<file path="src/rtl/cksum_pkg.sv">
// Shared types and helpers for the Internet-checksum engine.
package cksum_pkg;

  typedef enum logic [1:0] {
    ST_IDLE  = 2'd0,
    ST_SUM   = 2'd1,
    ST_FOLD  = 2'd2,
    ST_FINAL = 2'd3
  } cksum_state_e;

  typedef enum logic {
    MODE_GEN    = 1'b0,
    MODE_VERIFY = 1'b1
  } cksum_mode_e;

  // One's-complement fold of a 32-bit partial sum down to 16 bits.
  function automatic logic [15:0] fold16(input logic [31:0] v);
    logic [16:0] s;
    s = {1'b0, v[31:16]} + {1'b0, v[15:0]};
    return s[15:0] + {15'b0, s[16]};
  endfunction

endpackage

</file>
<file path="src/rtl/cksum_lane_sum.sv">
// Combinational per-cycle adder: LANES header bytes as big-endian 16-bit words,
// with bytes at/after the field end or past the header array forced to zero.
module cksum_lane_sum #(
  parameter int LANES       = 4,
  parameter int HDR_MAX_LEN = 64,
  parameter int ADDR_W      = 8
) (
  input  logic [HDR_MAX_LEN-1:0][7:0] hdr,
  input  logic [ADDR_W:0]             addr,
  input  logic [ADDR_W:0]             field_end,
  output logic [31:0]                 sum
);

  localparam int IW = (HDR_MAX_LEN > 1) ? $clog2(HDR_MAX_LEN) : 1;

  logic [LANES-1:0][7:0] bytes;
  logic [ADDR_W+1:0]     idx;

  always_comb begin
    bytes = '0;
    idx   = '0;
    for (int unsigned k = 0; k < LANES; k++) begin
      idx = {1'b0, addr} + (ADDR_W+2)'(k);
      if (idx < {1'b0, field_end} && idx < (ADDR_W+2)'(HDR_MAX_LEN))
        bytes[k] = hdr[idx[IW-1:0]];
    end
    sum = '0;
    for (int unsigned w = 0; w < LANES/2; w++)
      sum = sum + {16'b0, bytes[2*w], bytes[2*w+1]};
  end

endmodule

</file>
<file path="src/rtl/cksum_engine.sv">
// Multi-cycle Internet checksum generate/verify engine (IDLE->SUM->FOLD->FINAL).
// Define CKSUM_ENGINE_INCR_EN to add the RFC 1624 incremental-update request.
module cksum_engine #(
  parameter int LANES       = 4,
  parameter int HDR_MAX_LEN = 64,
  parameter int ADDR_W      = 8
) (
  input  logic                        clk,
  input  logic                        rst,
  input  logic                        start_i,
  input  logic                        mode_i,
  input  logic [HDR_MAX_LEN-1:0][7:0] pkt_hdr_i,
  input  logic [ADDR_W-1:0]           field_start_i,
  input  logic [ADDR_W-1:0]           field_len_i,
`ifdef CKSUM_ENGINE_INCR_EN
  input  logic                        incr_i,
  input  logic [15:0]                 old_cksum_i,
  input  logic [15:0]                 old_word_i,
  input  logic [15:0]                 new_word_i,
`endif
  output logic                        busy_o,
  output logic                        done_o,
  output logic [15:0]                 cksum_val_o,
  output logic                        cksum_ok_o
);

  import cksum_pkg::*;

  localparam int LSH = $clog2(LANES);

  cksum_state_e      state_q;
  cksum_mode_e       mode_q;
  logic [31:0]       acc_q;
  logic [ADDR_W:0]   addr_q;
  logic [ADDR_W:0]   fend_q;
  logic [ADDR_W:0]   cnt_q;
  logic [ADDR_W:0]   len_round;
  logic [ADDR_W:0]   n_first;
  logic [31:0]       lane_sum;
  logic [16:0]       acc_fold;
  logic [15:0]       final_fold;

  always_comb begin
    len_round  = {1'b0, field_len_i} + (ADDR_W+1)'(LANES-1);
    n_first    = len_round >> LSH;
    acc_fold   = {1'b0, acc_q[31:16]} + {1'b0, acc_q[15:0]};
    final_fold = fold16(acc_q);
  end

`ifdef CKSUM_ENGINE_INCR_EN
  logic [31:0] incr_sum;
  always_comb begin
    incr_sum = {16'b0, ~old_cksum_i} + {16'b0, ~old_word_i} + {16'b0, new_word_i};
  end
`endif

  cksum_lane_sum #(
    .LANES      (LANES),
    .HDR_MAX_LEN(HDR_MAX_LEN),
    .ADDR_W     (ADDR_W)
  ) u_lane_sum (
    .hdr      (pkt_hdr_i),
    .addr     (addr_q),
    .field_end(fend_q),
    .sum      (lane_sum)
  );

  always_ff @(posedge clk or negedge rst) begin
    if (!rst) begin
      state_q     <= ST_IDLE;
      mode_q      <= MODE_GEN;
      acc_q       <= '0;
      addr_q      <= '0;
      fend_q      <= '0;
      cnt_q       <= '0;
      busy_o      <= 1'b0;
      done_o      <= 1'b0;
      cksum_val_o <= '0;
      cksum_ok_o  <= 1'b0;
    end else begin
      done_o <= 1'b0;
      case (state_q)
        ST_IDLE: begin
          if (start_i) begin
            busy_o <= 1'b1;
            acc_q  <= '0;
            addr_q <= {1'b0, field_start_i};
            fend_q <= {1'b0, field_start_i} + {1'b0, field_len_i};
            cnt_q  <= n_first;
`ifdef CKSUM_ENGINE_INCR_EN
            // Incremental updates reuse FOLD/FINAL; GEN mode keeps cksum_ok_o low.
            if (incr_i) begin
              mode_q  <= MODE_GEN;
              acc_q   <= incr_sum;
              state_q <= ST_FOLD;
            end else
`endif
            begin
              mode_q  <= cksum_mode_e'(mode_i);
              state_q <= (n_first == '0) ? ST_FOLD : ST_SUM;
            end
          end
        end
        ST_SUM: begin
          acc_q  <= acc_q + lane_sum;
          addr_q <= addr_q + (ADDR_W+1)'(LANES);
          cnt_q  <= cnt_q - 1'b1;
          if (cnt_q == (ADDR_W+1)'(1))
            state_q <= ST_FOLD;
        end
        ST_FOLD: begin
          acc_q   <= {15'b0, acc_fold};
          state_q <= ST_FINAL;
        end
        ST_FINAL: begin
          cksum_val_o <= ~final_fold;
          cksum_ok_o  <= (mode_q == MODE_VERIFY) && (final_fold == 16'hFFFF);
          done_o      <= 1'b1;
          busy_o      <= 1'b0;
          state_q     <= ST_IDLE;
        end
        default: state_q <= ST_IDLE;
      endcase
    end
  end

endmodule

</file>
<file path="config.mk">
export PLATFORM = sky130hd
export DESIGN_NAME = cksum_engine
export DESIGN_NICKNAME = d
export VERILOG_FILES = /design/src/rtl/cksum_pkg.sv /design/src/rtl/cksum_lane_sum.sv /design/src/rtl/cksum_engine.sv
export SDC_FILE = /design/constraint.sdc
export NUM_CORES = 1
export LEC_CHECK = 0
export CORE_MARGIN = 8
export CORE_UTILIZATION = 40
export CTS_BUF_LIST = sky130_fd_sc_hd__clkbuf_16
export DETAILED_ROUTE_END_ITERATION = 10
export PLACE_DENSITY = 0.74
export SLEW_MARGIN = 20
export SYNTH_ARGS = -nofsm -noshare
export SYNTH_HDL_FRONTEND = slang
export SYNTH_SLANG_ARGS = --single-unit
</file>
<file path="constraint.sdc">
create_clock -name clk -period 23.6 [get_ports clk]
set_input_delay 3.54 -clock clk [delete_from_list [all_inputs] [get_ports clk]]
set_output_delay 3.54 -clock clk [all_outputs]
set_load 0.005 [all_outputs]
</file>
==> impl_summary.txt, run 1 <==
----------------------------------------------------
[Pwr]
  Total power density per cell area ... 137.7 nW/um2
  Pwr Total ... 4.231 mW
  Static Leak ... 10.66 nW
  Worst voltage drop across the vdd grid ... 137.9 uV

[Job]
  Number of maximum-capacitance violations ... 0

[Routing]
  Remaining routing DRC violations ... 0
  Antenna-violating nets left ... 0
  DRT iter0 DRCs ... 3478
  Drt via density ... 7.277
  Drt first pass iters ... 8
  Total wire length ... 110.8 mm
  Final routed wire length divided by cell count ... 33.18 um
  Overall via count from detail_route ... 24310

[Clock network]
  Number of buffers on the longest clock path ... 2
  Clock input transition at the sequential cells of the worst setup and hold paths ... 60 ps
  Clock root cell ... clkbuf_16
  Cts repair resizes ... 0
  Total number of H-tree levels ... 3
  TritonCTS clock tree ... built
  Worst-skew pair later-pin latency ... 350 ps
  Count of buffers added by post-CTS timing repair for setup ... 0
  Hold-fix buffers at CTS ... 0
  TritonCTS Sinks ... 81
  Number of buffers added by the clock tree synthesis step ... 9

[Synth]
  Top_reg_cell synth ... dfrtp_1
  Post-Synthesis Mean Instance Area ... 11.49 um2
  Post-synthesis sequential element count ... 81
  Synthesized Nets ... 2753
  Cell count after synthesis ... 2112
  Portion of the post-synthesis area used by sequential elements ... 0.08354
  Yosys warning total ... 0
  Distinct cell type count of the synthesized netlist ... 78
  Async set-or-reset flop fraction in the synthesized netlist ... 1.000
  Mapped cell area ... 24260 um2
  Number of enable flip-flop cells after synthesis ... 0

[Timing]
  Total of endpoints with negative setup slack in the final report ... 0
  Max-slew violations ... 0
  Final worst setup slack ... 13590 ps
  Clock period minus final worst setup slack ... 10010 ps
  Worst Hold Slack ... 482.1 ps
  Relative slew slack ... 0.1509
  Hold violation total from the final report ... 0
  RSZ-0062 raised after global routing ... false
  Highest achievable clock rate ... 0.09985 GHz
  Worst Tran Pin Value ... 1265 ps
  Worst Clk Skew ... 12.77 ps
  Final setup TNS ... 0 ps
  Crit share post-route ... 0.4244

[Placed design]
  Detailed Place HPWL ... 87.62 mm
  Number of buffers inserted by port buffering ... 550
  Setup slack after placement ... 13420 ps
  Placed Cells incl. Taps ... 3269
  Total placed instance area ... 30290 um2
  Gpl congestion ... 0.9717

[Worst setup path]
  Worst endpoint data arrival time ... 10200 ps
  Critical register-to-register path endpoint ... acc_q[26]
  Critical path endpoint ... acc_q[26]
  Cell with the largest stage delay on the worst path ... a311oi_1
  WP buf/inv ... 1
  Worst path cell trace ... clkdlybuf4s50_1, mux4_2, nand2_1, and3_1, a311oi_1, a311oi_1, nor3b_1, ha_1, a21o_1, a21o_1, a21oi_1, o21ai_1, a211oi_1, nor3_1, or4_1, a21oi_1, xnor2_1, ha_1, and2_1, nand2_1, a211oi_1, or2_1, a31o_2, a31oi_1
  Worst setup EP type ... flip-flop
  Worst setup path startpoint ... pkt_hdr_i[241]
  Beginning of the worst register-to-register path ... addr_q[1]
  Delay of the slowest critical-path stage ... 990 ps
  Worst Setup Start Kind ... input port
  Critical path data required time ... 23790 ps
  Slack of the worst reg-to-reg path ... 13870 ps
  CP Max Fanout ... 11
  Cell family contributing the most delay on the critical path ... compound AO/OA/AOI/OAI gates
  Type of the worst setup path ... input port to flip-flop
  Path depth of the worst reg2reg path ... 27
  Depth of the critical timing path with buffers and inverters included ... 24

[Global route]
  Via count of the first global-routing pass ... 23690
  Largest net degree at the start of global routing ... 139
  Total GRT Usage ... 0.3059
  Global-route wire length before repair ... 160.7 mm
  Overflow after GRT ... 0
  Antenna violations before repair ... 56

[Floorplan]
  Initial standard-cell utilization of the core ... 0.4035
  Horiz. Die Dim ... 262.3 um
  Standard cell core area ... 60130 um2
  DIE HEIGHT ... 262.3 um
  Die footprint ... 68800 um2
  Number of top-level pins ... 551
  Placement Rows ... 90

[Layout]
  Footprint of the multi-input gates ... 21260 um2
  Fill cell total of the finished layout ... 5263
  Layout Cell Area excl Fill ... 30730 um2
  Share of post-route cells with drive strength above 1 ... 0.2781
  Leading cell type in the layout, fill and taps excluded ... mux4_2
  Post-layout nets ... 3139
  Most frequent cells in the layout ... mux4_2, clkdlybuf4s50_1, nand2_1
  Area grow syn2layout ... 26.63%
  Filler-free cell count of the finished design ... 3341
  Area of all sequential standard cells ... 2039 um2
  Final core utilization ... 0.5110

[Outcome]
  Outcome ... complete, no violations

[Worst hold path]
  Hold path startpoint ... cksum_val_o[0]
  Worst Hold Class ... flip-flop to flip-flop

----------------------------------------------------
## metal layers
metal | vias up | routed length (um) | global-route usage
met5 | - | 69 | 0
met4 | 10 | 7714 | 0.1865
met3 | 363 | 12500 | 0.08344
met2 | 1946 | 54100 | 0.5050
met1 | 12230 | 36460 | 0.3532
li1 | 9761 | - | -
## registers in the layout, indices dropped and copies added, names as in the netlist
register and cells:
state_q 2, fend_q 9, busy_o 1, done_o 1, cksum_val_o 16, cksum_ok_o 1, acc_q 32, cnt_q 9
mode_q 1, addr_q 9
## how the worst min path moves through the flow
stage / endpoint / slack [ps] / cells after the start
after floorplan: fend_q[1] / 450 / 2
after global placement: fend_q[6] / 470 / 2
after detailed placement: cksum_val_o[0] / 470 / 2
after CTS: cksum_val_o[0] / 490 / 2
after global routing: cksum_val_o[0] / 500 / 2
final: cksum_val_o[0] / 480 / 2
## final cells by class
cell class              instances  area share
inverters                      49    0.005986
repair buffers                589      0.1896
clock buffers                   9    0.007330
flip-flops and latches         81     0.06638
well taps                     782     0.03184
multi-input cells            1768      0.6921
diodes                         56    0.004561
clock inverters                 7    0.002280
## synthesized netlist by cell type, drive strengths merged, types with 8 or more instances
cell type	instances	share of area
a211oi	53	0.017
dfrtp	81	0.084
a21o	36	0.011
inv	48	0.0074
buf	104	0.021
nor2b	25	0.0064
o21ai	78	0.016
ha	105	0.054
nand3	64	0.013
mux2	10	0.0046
o21a	9	0.0028
o21bai	8	0.0025
nor2	56	0.0087
mux4	597	0.55
and2	34	0.0088
and3	33	0.0085
nand4	13	0.0036
nor3	21	0.0043
nor3b	9	0.0028
a31oi	24	0.0062
xor2	35	0.013
a21oi	70	0.015
a311oi	51	0.019
xnor2	47	0.018
nand2	282	0.044
a22oi	14	0.0043
clkbuf	110	0.017
## kinds of logic after synthesis
logic type      share of synthesized area
flops                             0.08354
simple gates                       0.1109
compound gates                     0.1127
mux                                0.5600
fa+ha+maj                         0.05745
buf+inv                           0.04517
xor+xnor                          0.03022
## report_power, final
group          internal (mW)  leakage [nW]  switching, mW
combinational           1.74          9.51           2.07
sequential             0.190          1.00         0.0896
clock                 0.0821         0.142         0.0617
## worst register-to-register path, cell delays in order (launching register included)
cell,delay [ps]
dfrtp_4,910
inv_1,280
ha_4,620
buf_4,720
buf_4,770
mux4_2,400
nand2_1,60
and3_1,180
a311oi_1,990
a311oi_1,240
nor3b_1,470
ha_1,310
a21o_1,180
a21o_1,200
a21oi_1,200
o21ai_1,140
a211oi_1,330
nor3_1,130
or4_1,490
a21oi_1,190
xnor2_1,110
ha_1,340
and2_1,200
nand2_1,70
a211oi_1,360
or2_1,400
a31o_2,210
a31oi_1,90
Note: power is estimated with default switching activity, not from simulation.
==> run 2: changes to the inputs <==
--- a/config.mk
+++ b/config.mk
@@ -9,7 +9,7 @@
 export CORE_UTILIZATION = 40
 export CTS_BUF_LIST = sky130_fd_sc_hd__clkbuf_16
 export DETAILED_ROUTE_END_ITERATION = 10
-export PLACE_DENSITY = 0.74
+export PLACE_DENSITY = 0.77
 export SLEW_MARGIN = 20
 export SYNTH_ARGS = -nofsm -noshare
 export SYNTH_HDL_FRONTEND = slang
==> constraint.sdc (replaced) <==
create_clock -name clk -period 8.2 [get_ports clk]
set_input_delay 1.23 -clock clk [delete_from_list [all_inputs] [get_ports clk]]
set_output_delay 1.23 -clock clk [all_outputs]
set_load 0.005 [all_outputs]
==> run 2 against run 1 <==
Effect of this change:
- final cell count grew 0.24%
- clock skew shrank 4.3 ps
- die area is the same
- final area grew 0.51%
- flip-flop and latch count is the same
==> impl_summary.txt, run 2 (synthesis results as in run 1) <==
----------------------------------------------------
[Outcome]
  Outcome ... complete, no violations

[Layout]
  Fill cell total of the finished layout ... 5193
  Biggest registers after layout ... acc_q x32, cksum_val_o x16
  Area grow syn2layout ... 27.27%
  Max reg flops ... 32
  Post-layout nets ... 3150
  Share of post-route cells with drive strength above 1 ... 0.2820
  Filler-free cell count of the finished design ... 3349
  Register with the most flip-flops ... acc_q
  Most frequent cells in the layout ... mux4_2, clkdlybuf4s50_1, nand2_1
  Leading cell type in the layout, fill and taps excluded ... mux4_2
  Layout Cell Area excl Fill ... 30880 um2

[Global route]
  Antenna violations before repair ... 56
  Total GRT Usage ... 0.2998
  Global-route wire length before repair ... 158.6 mm
  Overflow after GRT ... 0
  Largest net degree at the start of global routing ... 147
  Via count of the first global-routing pass ... 23580

[Worst setup path]
  Worst Setup Start Kind ... flip-flop
  Cell family contributing the most delay on the critical path ... compound AO/OA/AOI/OAI gates
  Worst setup EP type ... flip-flop
  CP Max Fanout ... 49
  Worst endpoint data arrival time ... 7950 ps
  Type of the worst setup path ... flip-flop to flip-flop
  Critical path data required time ... 8470 ps
  WP buf/inv ... 4
  Delay of the slowest critical-path stage ... 650 ps
  Cell with the largest stage delay on the worst path ... a311oi_1

[Clock network]
  Cts repair resizes ... 0
  Hold-fix buffers at CTS ... 0
  Total number of H-tree levels ... 3
  TritonCTS clock tree ... built
  Number of buffers on the longest clock path ... 2
  Count of buffers added by post-CTS timing repair for setup ... 0
  Clock root cell ... clkbuf_16
  TritonCTS Sinks ... 81
  Worst-skew pair later-pin latency ... 360 ps
  Number of buffers added by the clock tree synthesis step ... 9
  Clock input transition at the sequential cells of the worst setup and hold paths ... 70 ps

[Routing]
  Antenna-violating nets left ... 0
  Final routed wire length divided by cell count ... 32.42 um
  Overall via count from detail_route ... 24190
  Drt via density ... 7.222
  DRT iter0 DRCs ... 3247
  Drt first pass iters ... 5
  Total wire length ... 108.6 mm
  Remaining routing DRC violations ... 0

[Timing]
  Total of endpoints with negative setup slack in the final report ... 0
  Final setup TNS ... 0 ps
  Worst Hold Slack ... 493.2 ps
  Highest achievable clock rate ... 0.1301 GHz
  Worst Clk Skew ... 8.497 ps
  Hold violation total from the final report ... 0
  Relative slew slack ... 0.1931
  Crit share post-route ... 0.9370
  Max-slew violations ... 0
  Clock period minus final worst setup slack ... 7684 ps
  Worst Tran Pin Value ... 1202 ps
  Final worst setup slack ... 516.3 ps

[Job]
  Number of maximum-capacitance violations ... 0

[Floorplan]
  Standard cell core area ... 60130 um2
  Initial standard-cell utilization of the core ... 0.4035
  Number of top-level pins ... 551
  Placement Rows ... 90
  DIE HEIGHT ... 262.3 um
  Horiz. Die Dim ... 262.3 um
  Die footprint ... 68800 um2

[Placed design]
  Gpl congestion ... 0.9871
  Total placed instance area ... 30430 um2
  Number of buffers inserted by port buffering ... 550
  Setup slack after placement ... 381.1 ps
  Detailed Place HPWL ... 87.38 mm
  Placed Cells incl. Taps ... 3280

[Worst hold path]
  Worst Hold Class ... flip-flop to flip-flop

[Pwr]
  Static Leak ... 10.74 nW
  Worst voltage drop across the vdd grid ... 406.2 uV
  Total power density per cell area ... 395.9 nW/um2

----------------------------------------------------
## run 2: changes by cell type in the layout (fill, tap and decap cells not counted)
cell	before	now
a311oi_2	1	2
buf_6	1	2
diode_2	56	53
inv_8	0	1
buf_4	37	42
buf_12	2	7
a311oi_1	50	49
inv_1	47	46
## run 2: stage by stage
| stage | util | power [mW] |
|---|---|---|
| 4_1_cts | 0.5111 | 12.08 |
| 6_report | 0.5135 | 12.23 |
| 3_5_place_dp | 0.5061 | 11.60 |
| 5_1_grt | 0.5133 | 12.83 |
| 2_1_floorplan | - | 8.279 |
| 3_3_place_gp | 0.5061 | 11.45 |
## run 2: path summary, 6_finish.rpt
check,from,to,slack [ps],cells after the start
min in group asynchronous,rst,cksum_val_o[0],940,1
max in group asynchronous,rst,addr_q[0],6700,1
max reg2reg,addr_q[2],acc_q[26],520,26
max,addr_q[2],acc_q[26],520,26
min,cksum_val_o[9],cksum_val_o[9],490,1
min reg2reg,cksum_val_o[9],cksum_val_o[9],490,1
## run 2: report_power, final
part           internal (mW)  switching [mW]  leakage, nW
combinational           5.10            5.97         9.59
sequential             0.547           0.189         1.00
clock                  0.239           0.181        0.142
total                   5.89            6.34         10.7
## run 2: cell type report
class	count	area [um2]	area share
Inverter	49	183.9	0.005956
Sequential cell	81	2039	0.06604
Tap cell	782	978.4	0.03168
Antenna cell	53	132.6	0.004295
Clock inverter	7	77.57	0.002512
Multi-Input combinational cell	1768	21270	0.6888
Timing Repair Buffer	600	5973	0.1934
Clock buffer	9	225.2	0.007293
## run 2: routing by layer
layer | wire (um) | vias up | track usage
li1 | - | 9759 | -
met1 | 35320 | 12010 | 0.3463
met2 | 52350 | 2002 | 0.4954
met3 | 12850 | 408 | 0.07736
met4 | 8011 | 6 | 0.1891
met5 | 34 | - | 0
## run 2: worst reg2reg max path, stage by stage, from the launching register on
cell       delay, ps
dfrtp_4          610
buf_4            470
xnor2_2          170
inv_2             80
buf_4            550
nand2_1          200
and3_1           210
a311oi_1         650
buf_4            250
a311oi_1          50
nor3b_1          430
ha_1             310
a21o_1           180
a21o_1           200
a21oi_1          210
o21ai_1          140
a211oi_1         340
nor3_1           130
a2111oi_0        520
ha_1             390
a21oi_1          240
nand2_1           80
a21oi_1          220
a211oi_1         100
or2_1            410
a31o_2           300
a31oi_1          170
==> edit 1 (config.mk and constraints of run 2) <==
Build with the macro `CKSUM_ENGINE_INCR_EN` defined.
--- a/src/rtl/cksum_engine.sv
+++ b/src/rtl/cksum_engine.sv
@@ -1,5 +1,7 @@
 // Multi-cycle Internet checksum generate/verify engine (IDLE->SUM->FOLD->FINAL).
 // Define CKSUM_ENGINE_INCR_EN to add the RFC 1624 incremental-update request.
+`define CKSUM_ENGINE_INCR_EN
+
 module cksum_engine #(
   parameter int LANES       = 4,
   parameter int HDR_MAX_LEN = 64,
Interface: changed (added incr_i, new_word_i, old_cksum_i and old_word_i); port bits go from 551 to 600. No check against the original RTL was run, so the function may have changed too.
==> edit 1 against run 2 <==
- setup slack improved by 50 ps
- largest cell class unchanged
- fmax is 0.66% higher
- sequential cell count stayed put
- die area grew 4.0%
- utilization grew 0.61 points
- routed wire length is 0.65% higher
- final area up 5.8%
- synthesized cell count shrank 2.5%
- synthesized area increased by 4.3%
Power is not compared: it rests on default switching activity, and its combinational part moved more than twofold at a synthesized area within 25%.
==> edit 1: results (changes against run 2) <==
[run_status]
run_status=finished, final reports clean  ; unchanged

[route]
firstDrtPassIters=6  ; was 5
drt-initial-drc-count=3203  ; was 3,247
drcViolationCount=0  ; unchanged
routed_wl_um=109000  ; about the same
vias=24300  ; was 24,200
wl_per_cell_um=31.8  ; was 32.4 um

[clock_tree]
cts-buffers-inserted=9  ; unchanged
clk_latency_ps=350
clk_pin_slew_worst_paths_ps=70  ; about the same
clk_path_buf_depth=2  ; unchanged
htreeDepth=3  ; unchanged
cts-root-buf=clkbuf_16  ; unchanged

[placed_design]
place_congestion=0.988  ; was 0.987
place_hpwl_um=88500  ; was 87,400 um
port_buffers=599  ; was 550
place_inst=3363  ; was 3,280
pre_cts_ws_ps=504  ; was 381 ps

[timing]
final.period_utilization_pct=93.1  ; was 93.7%
setup_viol=0  ; unchanged
clock_skew_ps=8.17  ; was 8.50 ps
tightest_slew_ps=1140  ; was 1200 ps

[worst_setup_path]
critPathMaxStageDelay_ps=570  ; was 650 ps
crit_arrival_ps=7870  ; was 7950 ps
setup.worst_path.start=addr_q[0]  ; was addr_q[2]
r2r_slack_ps=570  ; was 520 ps
crit_end=acc_q[29]  ; was acc_q[26]
rr_worst_depth=28  ; was 26
crit_path_start_kind=register  ; unchanged
worst_path_max_delay_cell=mux4_2  ; was a311oi_1
cp_max_fo=59  ; was 49

[min_path]
min-delay-start=cksum_val_o[1]  ; was cksum_val_o[9]

[yosys]
synth_area_leaders=mux4_2, dfrtp_1, ha_1, a21oi_1, mux2i_1  ; was mux4_2, dfrtp_1, ha_1, nand2_1, a311oi_1
synth_compound_area_share_pct=10.2  ; was 11.3%
synth-seq-area-share_pct=8.01  ; was 8.35%
synth_top_cells_by_count=mux4_2, ha_1, nand2_1  ; was mux4_2, nand2_1, clkbuf_1
synth_nets=2781  ; was 2,753
synth_xor_area_share_pct=2.80  ; was 3.02%
synthFlopType=dfrtp_1  ; unchanged
synthMuxAreaShare_pct=59.5  ; was 56.0%
syn_inst=2060  ; was 2,112
synthAdderAreaFrac_pct=7.55  ; was 5.74%
synth.distinct_cells=77  ; was 78
ys_warn_count=0  ; unchanged

[power]
switchingPower_uw=2380
vdd_drop_max_v=0.000133
power.leakage_uw=0.0113

[final_layout]
drive_above_1_share_pct=30.0  ; was 28.2%
fillers=5289  ; was 5,193
fin_nets=3249  ; was 3,150
reg_top3=acc_q: 32 flops, cksum_val_o: 16 flops  ; unchanged

[grt]
grt_max_degree=170  ; was 147
antenna_found_initial=52  ; was 56
grt_pass1_wl_um=161000  ; was 159,000 um
first_global_vias=24500  ; was 23,600
track_usage_pct=29.6  ; was 30.0%

edit 1: critical path, delay by kind of cell (launching register included):
kind                       cells  cell delay, ps
muxes                          3            1510
xor gates and xnor gates       2             300
AOI/OAI and AO/OA             10            2500
DFF                            1             560
buffers and inverters          3             690
adders and majority gates      4             950
and+or+nand+nor                6             870
edit 1: kinds of logic after synthesis:
group / after synthesis
buffers and inverters: 283
AO/OA/AOI/OAI: 383
XOR/XNOR: 81
adder cells (fa/ha/maj): 140
flip-flops: 81
AND/OR/NAND/NOR: 386
multiplexers: 706
edit 1: how the worst min path moves through the flow:
stage / cells past startpoint / endpoint
floorplan: 2 / mode_q
global placement: 2 / fend_q[4]
detailed placement: 2 / fend_q[5]
CTS: 2 / fend_q[4]
global route: 2 / fend_q[4]
finish: 2 / cksum_val_o[1]
edit 1: cell type report:
| type | count | area [um2] | share of cell area [%] |
|---|---|---|---|
| clock inverters | 7 | 141 | 0.433 |
| clock buffers | 9 | 225 | 0.690 |
| diodes | 55 | 138 | 0.421 |
| flip-flops and latches | 81 | 2040 | 6.25 |
| inverters | 95 | 367 | 1.12 |
| well taps | 846 | 1060 | 3.24 |
| multi-input cells | 1696 | 22200 | 68.1 |
| repair buffers | 645 | 6450 | 19.8 |
edit 1: timing repair:
item / CTS / global route
endpoints found under the setup margin: 0 / 1
gates resized for setup: 0 / 1
hold buffers: 0 / 0
buffers inserted: 0 / 0
edit 1: through the flow:
step                util (%)  area (um2)  hold slack (ps)
CTS                     51.7       32500              494
floorplan                  -       25300              443
global route            51.9       32600              517
finish                  52.0       32700              490
global placement        51.2       32100              471
detailed placement      51.2       32100              475
edit 1: routing by layer:
metal	share of wire, %	track usage [%]
met1	34	35.4
met4	7.3	18.5
met3	12	7.76
met5	0.069	0
met2	47	47.7
edit 1: power by group through the flow:
stage | Combinational [uW] | Clock (uW) | Sequential [uW]
6_report | 3740 | 507 | 620
5_1_grt | 3950 | 526 | 627
4_1_cts | 3660 | 511 | 614
3_5_place_dp | 3640 | 0 | 619
3_3_place_gp | 3530 | 0 | 619
2_1_floorplan | 2330 | 0 | 519
==> edit 2 (settings of run 2) <==
Made on the original files. Reset style: synchronous (`rst`), changed in one clocked block.
--- a/src/rtl/cksum_engine.sv
+++ b/src/rtl/cksum_engine.sv
@@ -65,7 +65,7 @@
     .sum      (lane_sum)
   );
 
-  always_ff @(posedge clk or negedge rst) begin
+  always_ff @(posedge clk) begin
     if (!rst) begin
       state_q     <= ST_IDLE;
       mode_q      <= MODE_GEN;
Formal check against the unedited RTL: differs if rst is asserted again (counterexample within 4 cycles, from zero or initial values and one cycle with rst low); with rst held inactive, the same outputs for 4 cycles.
==> edit 2 against run 2 <==
- routed wire length increased by 3.8%
- sequential cell count unchanged
- total power decreased by 40%
- final cell count increased by 1.8%
- setup slack got worse by 70 ps
- synthesized area increased by 0.26%
- final area increased by 0.46%
- sequential share of layout area decreased by 1.3 points
- critical path type unchanged
==> edit 2: results (changes against run 2) <==
[power]
comb_power_share_pct=87.5  ; was 90.5%
vdd_drop_max_v=0.000232  ; was 0.000406 V
power.leakage_uw=0.0104  ; was 0.0107 uW
p_seq_share_pct=6.9  ; was 6.0%

[yosys]
synth_top_cells_by_count=mux4_2, nand2_1, clkbuf_1  ; unchanged
synth_area_leaders=mux4_2, dfxtp_1, ha_1, nand2_1, mux2i_1  ; was mux4_2, dfrtp_1, ha_1, nand2_1, a311oi_1
avgSynthCellArea_um2=11.3  ; was 11.5 um2
synth-seq-area-share_pct=6.67  ; was 8.35%
async_flop_share_pct=0  ; was 100%
synth.distinct_cells=83  ; was 78

[worst_setup_path]
critPathMaxStageDelay_ps=550  ; was 650 ps
crit_end=acc_q[26]  ; unchanged
cp_max_fo=20  ; was 49
crit_arrival_ps=8030  ; was 7950 ps
rr_worst_depth=31  ; was 26
worst_path_max_delay_cell=ha_4  ; was a311oi_1
r2r_slack_ps=450  ; was 520 ps
setup.worst_path.start=addr_q[1]  ; was addr_q[2]

[final_layout]
fin_cells=3410  ; was 3,349
fillers=5107  ; was 5,193

[timing]
final.period_utilization_pct=94.6  ; was 93.7%
max-slew-margin-rel_pct=19.0  ; was 19.3%
whs_ps=457  ; was 493 ps

[placed_design]
place_area_mm2=0.0305  ; was 0.0304 mm2
place_inst=3335  ; was 3,280

[grt]
met2_usage_pct=49.5  ; about the same
use_met3_pct=8.63  ; was 7.74%

[min_path]
min-delay-start=fend_q[7]  ; was cksum_val_o[9]
min_to=fend_q[7]  ; was cksum_val_o[9]
whs_path_depth=2  ; was 1

[run_status]
run_status=finished, final reports clean  ; unchanged

[route]
wl_per_cell_um=33.0  ; was 32.4 um
drt-initial-drc-count=3458  ; was 3,247

==> edit 2: area by class of cell <==
type	count	area [um2]	area share, %
antenna	58	145	0.468
tap	782	978	3.15
clock inverter	7	71.3	0.230
timing repair buffer	612	6130	19.8
sequential	81	1630	5.27
clock buffer	9	225	0.726
multi-input combinational	1805	21600	69.7
inverter	56	210	0.678
==> edit 2: logic make-up (layout without fill, tap and decap cells) <==
family                   Yosys count  count (layout)  share of synthesized area [%]
buffers and inverters            276             684                           4.93
AND/OR/NAND/NOR                  578             578                           11.1
AO/OA/AOI/OAI                    386             386                           11.2
adder cells (fa/ha/maj)          108             108                           5.68
multiplexers                     653             653                           57.3
XOR/XNOR                          80              80                           3.03
other                              0              58                              0
flip-flops                        81              81                           6.67
==> edit 2: routing by layer <==
metal	routed length [um]	part of all wire (%)
met1	37000	33
met2	52300	46
met3	14100	13
met4	9220	8.2
met5	87	0.077
==> edit 2: timing repair <==
action,4_1_cts,5_1_grt
setup endpoints to repair,0,7
buffers inserted,0,1
resized for setup,0,1
